$ cat src/rtl/add_sub_seq.sv
// Multi-cycle signed add/subtract, W bits per cycle; ADDSUB_SAT_EN adds a saturating-clamp 'sat' input.
// Latency: out_valid rises N/W cycles after the accept edge; one operation in flight at a time.
// Backpressure: result and flags held in DONE until out_ready; in_ready only in IDLE.
module add_sub_seq #(
    parameter int N = 32,
    parameter int W = 8
) (
    input  logic         clk,
    input  logic         rst_n,
    input  logic         in_valid,
    output logic         in_ready,
    input  logic [N-1:0] a,
    input  logic [N-1:0] b,
    input  logic         k,
`ifdef ADDSUB_SAT_EN
    input  logic         sat,
`endif
    output logic         out_valid,
    input  logic         out_ready,
    output logic [N:0]   s,
    output logic         cout,
    output logic         ovf,
    output logic         zero,
    output logic         busy
);

    localparam int C  = N / W;
    localparam int CW = (C > 1) ? $clog2(C) : 1;

    typedef enum logic [1:0] {IDLE, CALC, DONE} state_t;

    state_t        state;
    logic [N-1:0]  a_sh;
    logic [N-1:0]  bx_sh;
    logic [N-1:0]  sum_r;
    logic          a_msb;
    logic          bx_msb;
    logic          carry;
    logic [CW-1:0] cnt;
`ifdef ADDSUB_SAT_EN
    logic          sat_r;
`endif

    logic [W:0]    chunk;
    logic [N-1:0]  sum_nxt;
    logic          ovf_nxt;
    logic          s_top;
    logic [N:0]    res_nxt;

    // Operands shift right one chunk per cycle; the sum fills in from the top.
    always_comb begin
        chunk   = {1'b0, a_sh[W-1:0]} + {1'b0, bx_sh[W-1:0]} + {{W{1'b0}}, carry};
        sum_nxt = (sum_r >> W) | (N'(chunk[W-1:0]) << (N - W));
        // carry into the MSB recovered from the MSB sum bit and its operands
        ovf_nxt = (sum_nxt[N-1] ^ a_msb ^ bx_msb) ^ chunk[W];
        s_top   = a_msb ^ bx_msb ^ chunk[W];
        res_nxt = {s_top, sum_nxt};
`ifdef ADDSUB_SAT_EN
        if (sat_r && ovf_nxt)
            res_nxt = s_top ? {2'b11, {(N-1){1'b0}}} : {2'b00, {(N-1){1'b1}}};
`endif
    end

    always_ff @(posedge clk or negedge rst_n) begin
        if (!rst_n) begin
            state  <= IDLE;
            cnt    <= '0;
            a_sh   <= '0;
            bx_sh  <= '0;
            sum_r  <= '0;
            a_msb  <= 1'b0;
            bx_msb <= 1'b0;
            carry  <= 1'b0;
            s      <= '0;
            cout   <= 1'b0;
            ovf    <= 1'b0;
            zero   <= 1'b0;
`ifdef ADDSUB_SAT_EN
            sat_r  <= 1'b0;
`endif
        end else begin
            case (state)
                IDLE: begin
                    if (in_valid) begin
                        a_sh   <= a;
                        bx_sh  <= b ^ {N{k}};
                        a_msb  <= a[N-1];
                        bx_msb <= b[N-1] ^ k;
                        carry  <= k;
                        cnt    <= '0;
                        sum_r  <= '0;
`ifdef ADDSUB_SAT_EN
                        sat_r  <= sat;
`endif
                        state  <= CALC;
                    end
                end
                CALC: begin
                    a_sh  <= a_sh >> W;
                    bx_sh <= bx_sh >> W;
                    sum_r <= sum_nxt;
                    carry <= chunk[W];
                    cnt   <= cnt + 1'b1;
                    if (cnt == CW'(C - 1)) begin
                        s     <= res_nxt;
                        cout  <= chunk[W];
                        ovf   <= ovf_nxt;
                        zero  <= (sum_nxt == '0);
                        state <= DONE;
                    end
                end
                DONE: begin
                    if (out_ready)
                        state <= IDLE;
                end
                default: state <= IDLE;
            endcase
        end
    end

    assign in_ready  = (state == IDLE);
    assign out_valid = (state == DONE);
    assign busy      = (state != IDLE);

endmodule

$ cat config.mk
export PLATFORM = sky130hd
export DESIGN_NAME = add_sub_seq
export DESIGN_NICKNAME = d
export VERILOG_FILES = /design/src/rtl/add_sub_seq.sv
export SDC_FILE = /design/constraint.sdc
export NUM_CORES = 1
export LEC_CHECK = 0
export BUFFER_PORTS_ARGS = -buffer_cell sky130_fd_sc_hd__buf_2
export CORE_MARGIN = 8
export CORE_UTILIZATION = 40
export DETAILED_ROUTE_END_ITERATION = 8
export SLEW_MARGIN = 40
export SYNTH_ARGS = -nofsm -noshare
export SYNTH_HDL_FRONTEND = slang
export SYNTH_SLANG_ARGS = --single-unit
$ cat constraint.sdc
create_clock -name clk -period 5.7 [get_ports clk]
set_input_delay 0 -clock clk [delete_from_list [all_inputs] [get_ports clk]]
set_output_delay 0 -clock clk [all_outputs]
set_load 0.02 [all_outputs]
==> out/results.ini <==
[clock_tree]
clkLatencyLatePin_ns=0.42
cts-htree-levels=4
clock_sink_count=131
cts-resized-gates=0
clkTransAtPathRegs_ns=0.05
cts-root-to-sink-buffers=2
clk_root_buffer_cell=clkbuf_16
clock_tree_from_tritoncts=built
cts-buffers-inserted=17

[timing]
finalWorstSetupSlack_ns=3.01
fmax_ghz=0.371
unrepaired_setup_endpoints_after_global_routing=no
post-route-period-util_pct=47.2
setup_violations_final=0
clock_skew_ns=0.00781
timing_max_transition_violations_final=0
max_slew_margin_pct=47.5
final_hold_violations=0
final.setup.tns_ns=0
post-route-min-period_ns=2.69
timing_worst_slew_pin_value_ns=0.788

[critical_path]
kind_of_start_point_of_the_critical_path=flip-flop
setup.worst_path.end_class=flip-flop
critical_path.max_fanout=3
wp_data_arrival_ns=2.99
worstPathRequired_ns=6.00
setup.worst_path.class=reg2reg

[final_layout]
fin_area_um2=7830
flow.area_growth_from_synthesis_pct=32.3
diodes=0
final_core_util_pct=54.1
post_route_cells_drive_above_1_share_pct=23.3
fin_nets=818
commonest_non_fill_non_tap_cell_in_the_layout=dfrtp_1
final_cell_mix=dfrtp_1, nand2_1, buf_2, dlygate4sd3_1, nor2_1

[outcome]
result_of_the_run=complete, no violations

[global_routing]
overflow=0
initial_antenna_violation_count=0
grt_pass1_vias=4906
pin_count_of_the_biggest_net_entering_global_routing=80
grt.total_usage_pct=16.8
grt_first_pass_wirelength_mm=24.8

[power_and_ir_drop]
switchingPower_uw=1900
irDropWorstVdd_v=0.000292
report.power.total_uw=4760
power_report.internal_total_uw=2860
power.static_leakage_uw=0.00371
switching_share_pct=39.8
power.share.combinational_pct=44.6
clockPowerShare_pct=20.3
power_per_cell_area_nw_per_um2=607
seq_power_share_pct=35.1

[floorplan]
die_x_um=138
fp.dieH_um=138
core_area_um2=14500
design.portCount=108
core.rowCount=44
design.die.area_um2=18900
initial_core_util_pct=40.9

[synth]
synth_enable_flop_cells=0
ys_async_sr_fraction_pct=100
ys.warnings.count=0
synthesis.nets=662
synth_seq_cells=131
ys_types=35
yosys_most_used_dff=dfrtp_1
netlist_area_um2=5920
seq_area_frac_synth_pct=55.4
synth_cells=583
postSynthAreaPerCell_um2=10.2

[route]
via_per_inst=5.11
drt-total-wl_mm=15.1
drt-pass1-iter-count=4
wl_per_cell_um=16.2
drcViolationCount=0
detailedRoute.firstIterationViolations=403
remaining_antenna_violation_count_after_routing=0
overall_via_count_from_detail_route=4787

[placement]
post-dp-hpwl_mm=10.1
port_buffers=107
place.gp.congestion=0.822
place_worst_setup_slack_ns=3.00
postPlaceCellArea_um2=6660

[worst_hold_path]
hold_path_class=in2reg

[job]
drv_cap=0

[final cells by class]
class,instances,area [um^2]
clock buffer,27,503
clock inverter,5,25.0
fill,1289,6650
inverter,8,30.0
multi-input combinational,403,2470
sequential,131,3280
tap,184,230
timing repair buffer,178,1290
[routing by layer]
metal  GRT usage [%]  part of all wire (%)  wire (um)
met1            21.6                    45       6850
met2            26.1                    48       7210
met3            4.12                   5.1        767
met4            7.97                   2.1        312
met5               0                     0          0
[power by group through the flow]
stage / sequential, uW / combinational [uW] / clock (uW)
2_1_floorplan: 1710 / 1400 / 0
3_5_place_dp: 1690 / 2100 / 0
6_report: 1670 / 2120 / 968
5_1_grt: 1730 / 2360 / 1030
3_3_place_gp: 1670 / 1960 / 0
4_1_cts: 1670 / 2140 / 986
[flip-flops by register name, summed over array words and instances, names as in the netlist]
register,cells
a_sh,32
bx_sh,32
a_msb,1
cout,1
bx_msb,1
zero,1
ovf,1
state,2
cnt,2
carry,1
s,33
sum_r,24
[cells by family (layout without fill, tap and decap cells)]
group / count (synthesis) / after routing / share of synthesized area [%]
and+or+nand+nor: 224 / 224 / 15.7
DFF: 131 / 131 / 55.4
AOI/OAI and AO/OA: 103 / 103 / 12.1
buffers and inverters: 49 / 218 / 3.28
xor gates and xnor gates: 41 / 41 / 6.43
muxes: 25 / 25 / 4.76
adders and majority gates: 10 / 10 / 2.37
[stage by stage]
stage                     instances  hold slack, ns
after CTS                       936         0.00143
after floorplan                 583          -0.296
after detailed placement        840          0.0481
after global placement          837          0.0434
after global routing            936          0.0466
final                           936         0.00406
[synth_stat cells, types with 2 or more instances]
| master | number | area share [%] |
|---|---|---|
| nand3_1 | 25 | 2.1 |
| clkbuf_1 | 30 | 1.9 |
| a221o_1 | 24 | 4.1 |
| fa_1 | 2 | 0.68 |
| nor4_1 | 6 | 0.63 |
| a31oi_1 | 24 | 2.5 |
| inv_1 | 8 | 0.51 |
| nand2b_1 | 4 | 0.42 |
| nor3_1 | 3 | 0.25 |
| buf_2 | 8 | 0.68 |
| ha_1 | 8 | 1.7 |
| xnor2_1 | 35 | 5.2 |
| xor2_1 | 4 | 0.59 |
| o21ai_0 | 47 | 4.0 |
| nor2b_1 | 2 | 0.21 |
| nand2_1 | 124 | 7.9 |
| buf_1 | 3 | 0.19 |
| mux2_2 | 25 | 4.8 |
| dfrtp_1 | 131 | 55 |
| nor2_1 | 55 | 3.5 |
[worst max-delay path, stage by stage, from the launching register on]
cell and delay [ns]:
dfrtp_1 0.34, inv_1 0.06, fa_1 0.46, fa_1 0.46
nor2b_4 0.14, o2111a_2 0.23, o31ai_4 0.10, xnor2_2 0.21
xnor3_1 0.32, mux2_2 0.26
[repair_timing]
action	CTS	global route
hold buffers	64	0
hold endpoints to repair	133	0
buffers inserted	0	0
setup endpoints to repair	0	0
[path summary, 6_finish.rpt]
path / start / to / slack [ns] / depth (start not counted)
hold / removal: b[19] / bx_sh[19] / 0.004 / 4
setup / recovery: a_sh[0] / ovf / 3.01 / 9
min in group asynchronous: rst_n / s[0] / 0.16 / 2
setup reg to reg: a_sh[0] / ovf / 3.01 / 9
max in group asynchronous: rst_n / bx_sh[31] / 4.54 / 3
hold reg to reg: s[27] / s[27] / 0.47 / 2
Power figures use the tool's default switching activity.
